## config.mk

```make
export PLATFORM = sky130hd
export DESIGN_NAME = rr_burst_xfer
export DESIGN_NICKNAME = d
export VERILOG_FILES = /design/src/rtl/rr_burst_xfer.sv
export SDC_FILE = /design/constraint.sdc
export NUM_CORES = 1
export LEC_CHECK = 0
export ABC_AREA = 1
export CAP_MARGIN = 20
export CORE_UTILIZATION = 37
export CTS_BUF_LIST = sky130_fd_sc_hd__clkbuf_4 sky130_fd_sc_hd__clkbuf_8
export DETAILED_ROUTE_END_ITERATION = 6
export PLACE_DENSITY = 0.83
export SETUP_SLACK_MARGIN = 0.02
export SYNTH_ARGS = -nofsm -noshare
export SYNTH_HDL_FRONTEND = slang
export SYNTH_SLANG_ARGS = --single-unit
```

## constraint.sdc

```tcl
create_clock -name clk -period 2 [get_ports clk]
set_clock_uncertainty 0.05 [all_clocks]
set_input_delay 0.2 -clock clk [delete_from_list [all_inputs] [get_ports clk]]
set_output_delay 0.2 -clock clk [all_outputs]
set_load 0.01 [all_outputs]
```

## src/rtl/rr_burst_xfer.sv

```systemverilog
// rtl/rr_burst_xfer.sv - grant-driven burst mover with a registered valid/ready output stage
// Optional protocol checker (err output + assertion) enabled by defining RR_XFER_CHECK_EN.
module rr_burst_xfer #(
    parameter int NUM_CLIENTS = 4,
    parameter int DATA_W      = 32,
    parameter int LEN_W       = 4
) (
    input  logic                           clk,
    input  logic                           rst_n,
    input  logic [NUM_CLIENTS-1:0]         grant,
    input  logic [NUM_CLIENTS*LEN_W-1:0]   cli_len,
    input  logic [NUM_CLIENTS*DATA_W-1:0]  cli_data,
    input  logic [NUM_CLIENTS-1:0]         cli_valid,
    output logic [NUM_CLIENTS-1:0]         cli_ready,
    output logic [NUM_CLIENTS-1:0]         cli_done,
    output logic                           out_valid,
    output logic [DATA_W-1:0]              out_data,
    output logic [$clog2(NUM_CLIENTS)-1:0] out_src,
    output logic                           out_last,
    input  logic                           out_ready,
`ifdef RR_XFER_CHECK_EN
    output logic                           err,
`endif
    output logic                           busy
);

    localparam int SRC_W = $clog2(NUM_CLIENTS);

    typedef enum logic [1:0] {IDLE, XFER, RELEASE} state_t;

    state_t                   state;
    logic [SRC_W-1:0]         owner;
    logic [SRC_W-1:0]         grant_idx;
    logic [LEN_W-1:0]         cnt;
    logic [LEN_W-1:0]         grant_len;
    logic [DATA_W-1:0]        own_data;
    logic [NUM_CLIENTS-1:0]   own_onehot;
    logic                     own_valid;
    logic                     own_grant;
    logic                     stage_free;
    logic                     beat_hs;

    // Lowest set grant bit wins, so a malformed multi-hot grant still picks one owner.
    always_comb begin
        grant_idx = '0;
        for (int i = NUM_CLIENTS - 1; i >= 0; i--) begin
            if (grant[i]) grant_idx = SRC_W'(i);
        end
    end

    always_comb begin
        grant_len  = '0;
        own_data   = '0;
        own_valid  = 1'b0;
        own_grant  = 1'b0;
        own_onehot = '0;
        for (int i = 0; i < NUM_CLIENTS; i++) begin
            if (grant_idx == SRC_W'(i)) grant_len = cli_len[i*LEN_W +: LEN_W];
            if (owner == SRC_W'(i)) begin
                own_data      = cli_data[i*DATA_W +: DATA_W];
                own_valid     = cli_valid[i];
                own_grant     = grant[i];
                own_onehot[i] = 1'b1;
            end
        end
    end

    assign stage_free = !out_valid || out_ready;
    assign beat_hs    = (state == XFER) && stage_free && own_valid;
    assign cli_ready  = ((state == XFER) && stage_free) ? own_onehot : '0;
    assign busy       = (state != IDLE);

    always_ff @(posedge clk or negedge rst_n) begin
        if (!rst_n) begin
            state     <= IDLE;
            owner     <= '0;
            cnt       <= '0;
            cli_done  <= '0;
            out_valid <= 1'b0;
            out_data  <= '0;
            out_src   <= '0;
            out_last  <= 1'b0;
        end else begin
            cli_done <= '0;
            if (beat_hs) begin
                out_valid <= 1'b1;
                out_data  <= own_data;
                out_src   <= owner;
                out_last  <= (cnt == '0);
            end else if (out_valid && out_ready) begin
                out_valid <= 1'b0;
            end

            case (state)
                IDLE: begin
                    if (|grant) begin
                        owner <= grant_idx;
                        cnt   <= grant_len;
                        state <= XFER;
                    end
                end
                XFER: begin
                    if (beat_hs) begin
                        if (cnt == '0) begin
                            cli_done <= own_onehot;
                            state    <= RELEASE;
                        end else begin
                            cnt <= cnt - 1'b1;
                        end
                    end
                end
                RELEASE: begin
                    // Wait for the arbiter to retire this grant so it cannot restart a burst.
                    if (!own_grant) state <= IDLE;
                end
                default: state <= IDLE;
            endcase
        end
    end

`ifdef RR_XFER_CHECK_EN
    logic multi_grant;
    logic owner_drop;
    logic chk_hit;

    assign multi_grant = (state == IDLE) && (|(grant & (grant - NUM_CLIENTS'(1))));
    assign owner_drop  = (state == XFER) && !own_grant;
    assign chk_hit     = multi_grant || owner_drop;

    always_ff @(posedge clk or negedge rst_n) begin
        if (!rst_n) err <= 1'b0;
        else if (chk_hit) err <= 1'b1;
    end

    chk_grant_protocol: assert property (@(posedge clk) disable iff (!rst_n) !chk_hit);
`endif

endmodule
```

---- Yosys cells after proc, flatten, opt, wreduce, memory -nomap -nowiden ----
Index checks and enable logic that the tools add are counted.
operators by class
  add/sub/neg operators ................... 1
  equality and inequality tests ........... 13
  mux-type cells .......................... 39
  reduce and logical (&&, ||, !) cells .... 16
operators by type and width
  operator               count
  $mux W32               4
  $mux W4                11
  $mux W2                8
  $mux W1                14
  $eq A2 B2 Y1 const B   5
  $ne A2 B2 Y1 const B   4
  $pmux W4 S2            1
  $reduce_and A4 Y1      2
  $eq A2 B1 Y1 const B   3
  $logic_not A2 Y1       3
  $pmux W2 S3            1
  $reduce_bool A2 Y1     3
  $logic_not A4 Y1       1
  $reduce_or A4 Y1       1
  $sub A4 B1 Y4 const B  1
  $logic_and A1 B1 Y1    3
  $ne A2 B1 Y1 const B   1
  $reduce_and A2 Y1      1
  $logic_not A1 Y1       1
  $logic_or A1 B1 Y1     1
storage, ports and cells
  bits in registers ....................... 48
  bits of input ports ..................... 155
  output and inout bits ................... 45
  logic and storage cells ................. 77

---- Logic depth before layout (Yosys ltp) ----
  depth in word-level cells ............... 11
  mapped depth ............................ 11
  gate-level depth less buffers ........... 11

---- Worst setup path before layout ----
No wires, ideal clock.
  path kind ............................... register to register
  start point ............................. register state[1]
  end point ............................... register out_src[1]
  data arrival time ....................... 1286 ps
  data required time ...................... 1821 ps
  path slack .............................. 536 ps
  cell stages (with the launch flop) ...... 10
  buffers on the path ..................... 1
  clock period less this slack ............ 1464 ps
  path through ............................ dfrtp_1 nor2_4 nand2_4 nor2_4 nand2_2 nand2_4 inv_6 buf_6 nand2_1 o21ai_2
on the way
  cells in the longest elaborated chain, start to end .. 3
ends and longest elaborated chain
  what                              RTL line  text
  start: declaration                31        state_t state;
  start signal: assignment          75        state <= IDLE;
  start signal: assignment          99        state <= XFER;
  start signal: assignment          106       state <= RELEASE;
  $eq A2 B1 Y1                      69        assign beat_hs = (state == XFER) && stage_free && own_valid;
  $logic_and A1 B1 Y1 (2 in a row)  69
  end signal: assignment            88        out_src <= owner;
  end: declaration                  18        output logic [$clog2(NUM_CLIENTS)-1:0] out_src,
No other way between the ends.
A chain may end at the register's enable or synchronous reset.

---- Final worst setup path ----
  start point ............................. register owner[1]
  end point ............................... output cli_ready[1]
on the way
  cells in the longest elaborated chain, start to end .. 3
ends and longest elaborated chain
  what                      RTL line  text
  start: declaration        32        logic [SRC_W-1:0] owner;
  start signal: assignment  97        owner <= grant_idx;
  $eq A2 B1 Y1              59        if (owner == SRC_W'(i)) begin
  $mux W1                   59
  $mux W4                   70        assign cli_ready = ((state == XFER) && stage_free) ? own_onehot : '0;
  end: declaration          14        output logic [NUM_CLIENTS-1:0] cli_ready,
No other way between the ends.

==> results_dict.tcl <==
set metrics [dict create \
    synth_flop_cell "dfrtp_1" \
    grt_pass1_vias 3629 \
    synth_cells 403 \
    routedWlPerCell_um 15.3 \
    setup_tns_ns 0 \
    outcome "finished clean" \
    root_buffer "clkbuf_8" \
    final_common_cell "clkdlybuf4s50_1" \
    pwr-share-seq 0.237 \
    synth_area_um2 3050 \
    die_w_um 92.9 \
    post_drt_via_cell_ratio 5.15 \
    fill_cells 651 \
    ys_ff_latch 48 \
    pin_count 200 \
    peakVddDrop_mv 0.884 \
    syn_nets 559 \
    clk_pin_slew_ns 0.09 \
    fmax_ghz 0.523 \
    combPwrFrac 0.667 \
    synth_edf_count 0 \
    cts_inserted_buffers 5 \
    critPathKind "flip-flop to output port" \
    end_kind "output port" \
    slew_headroom 0.596 \
    row_count 32 \
    initial_core_util 0.389 \
    port_buffers 199 \
    globalRoute.totalOverflow 0 \
    power.internal_mw 3.92 \
    pwr_density_cell_nw_per_um2 1370 \
    fin_crit_sh 0.956 \
    arrival_ns 1.66 \
    fin_crit_ns 1.91 \
    num_vias 3634 \
    p_clk_frac 0.096 \
    power.total_mw 7.25 \
    final_nets 758 \
    drive_gt1_frac 0.119 \
    final-hold-violation-count 0 \
    async_flop_share 1.00 \
    setup_viol 0 \
    p_leak_nw 2.40 \
    clk_latency_ns 0.30 \
    worstPathRequired_ns 1.75 \
    firstDrtPassIters 4 \
    final_cell_mix "clkdlybuf4s50_1, nand2_1, nand3_1, dfrtp_1, o21ai_0" \
    routed_wl_um 10800 \
    grt_start_max_net_pins 71 \
    max-cap-violations 0 \
    chipHeight_um 92.9 \
    synth_cell_types 30 \
    h-tree-depth 2 \
    cts_tree "built" \
    tightest_slew_ns 0.606 \
    cts_buffer_depth 2 \
    crit-reg2reg-launch "owner[0]" \
    drc 0 \
    gp_congestion 0.918 \
    drv_slew 0 \
    swShare 0.460 \
    rsz0062_at_grt "true" \
    yosysWarnings 0 \
    hpwl_um 8440 \
    avgSynthCellArea_um2 7.58 \
    seq_area_frac_synth 0.393 \
    cts_num_sinks 48 \
    initialDrtViolationCount 106 \
    grt_usage 0.251 \
    hold_class "input pin to asynchronous set/reset pin" \
    grt_pass1_wl_um 17000 \
    crit_fanout 6 \
    startpoint "owner[1]" \
    synthToLayoutAreaGrowth_pct 72.7 \
    startpoint_type "flip-flop" \
    diodes 0 \
    core_area_um2 7850 \
    ant_nets 0 \
    p_sw_mw 3.33 \
    die-area_um2 8620 \
    antenna_found_initial 0 \
]
-- path summary, 6_finish.rpt --
kind	slack (ns)	to	cells past startpoint
min in group clk	0.43	out_data[28]	2
max in group asynchronous	0.94	out_data[24]	3
setup / recovery	0.09	cli_ready[1]	4
hold / removal	0.40	out_data[4]	2
setup reg to reg	0.27	out_data[22]	9
hold reg to reg	0.43	out_data[28]	2
-- state kept, by name (all words and copies together) (netlist names) --
signal / flops
cnt: 4
state: 2
cli_done: 4
owner: 2
out_src: 2
out_valid: 1
out_data: 32
out_last: 1
-- logic make-up after synthesis --
logic type               after synthesis  synth area share
AND/OR/NAND/NOR                      218             0.313
AO/OA/AOI/OAI                         88             0.202
flip-flops                            48             0.393
buffers and inverters                 46            0.0815
XOR/XNOR                               2           0.00574
adder cells (fa/ha/maj)                1           0.00410
-- power by group through the flow --
| stage | sequential, mW | clock (mW) | combinational [mW] |
|---|---|---|---|
| final | 1.72 | 0.698 | 4.84 |
| after global routing | 1.77 | 0.758 | 5.35 |
| after CTS | 1.71 | 0.717 | 4.83 |
| after detailed placement | 1.74 | 0 | 4.76 |
| after global placement | 1.72 | 0 | 4.60 |
| after floorplan | 1.81 | 0 | 3.06 |
-- critical path, cell delays in order (launching register included) --
cell and delay, ns:
dfrtp_2 0.46, inv_4 0.12, nand2_1 0.10, nor2_1 0.12, clkdlybuf4s50_1 0.55
-- synthesized netlist by cell type, types with 5 or more instances --
master / count / share of area
nor2_1: 12 / 0.015
o21ai_2: 24 / 0.069
o21ai_0: 28 / 0.046
a221oi_1: 23 / 0.066
buf_2: 5 / 0.0082
inv_1: 18 / 0.022
clkbuf_1: 8 / 0.0098
nand2_1: 139 / 0.17
nand3_1: 46 / 0.075
o21ai_1: 11 / 0.018
buf_6: 6 / 0.022
dfrtp_1: 48 / 0.39
-- repair_timing --
action                     4_1_cts  5_1_grt
gates resized for setup          2        5
setup buffers                    2        2
pin swaps                        1        0
hold endpoints to repair        23        0
setup endpoints to repair        6       11
hold buffers                     1        0
-- layout make-up --
class	instances	area (um^2)	share of cell area
repair buffers	215	2130	0.403
inverters	23	96.3	0.0183
multi-input cells	309	1610	0.305
clock inverters	2	35.0	0.00664
well taps	102	128	0.0242
flip-flops and latches	48	1200	0.228
clock buffers	6	76.3	0.0145
-- routing by layer --
layer,routed length (um),global-route usage,vias to the layer above
met3,924,0.0624,14
li1,-,-,1763
met4,175,0.0615,0
met1,4180,0.279,1687
met2,5520,0.474,170
met5,0,0,-
-- stage by stage --
step           utilization  cell area (um^2)  std cells  hold WS, ns  worst slack, ns
6_report             0.672              5280        705        0.396           0.0878
5_1_grt              0.672              5280        705        0.432           0.0158
4_1_cts              0.668              5250        703        0.387           0.0334
3_5_place_dp         0.651              5110        692        0.179           0.0376
3_3_place_gp         0.651              5110        692        0.169           0.0820
2_1_floorplan            -              3050        403       -0.146            0.536
No activity file was read; power rests on OpenSTA's default activity.
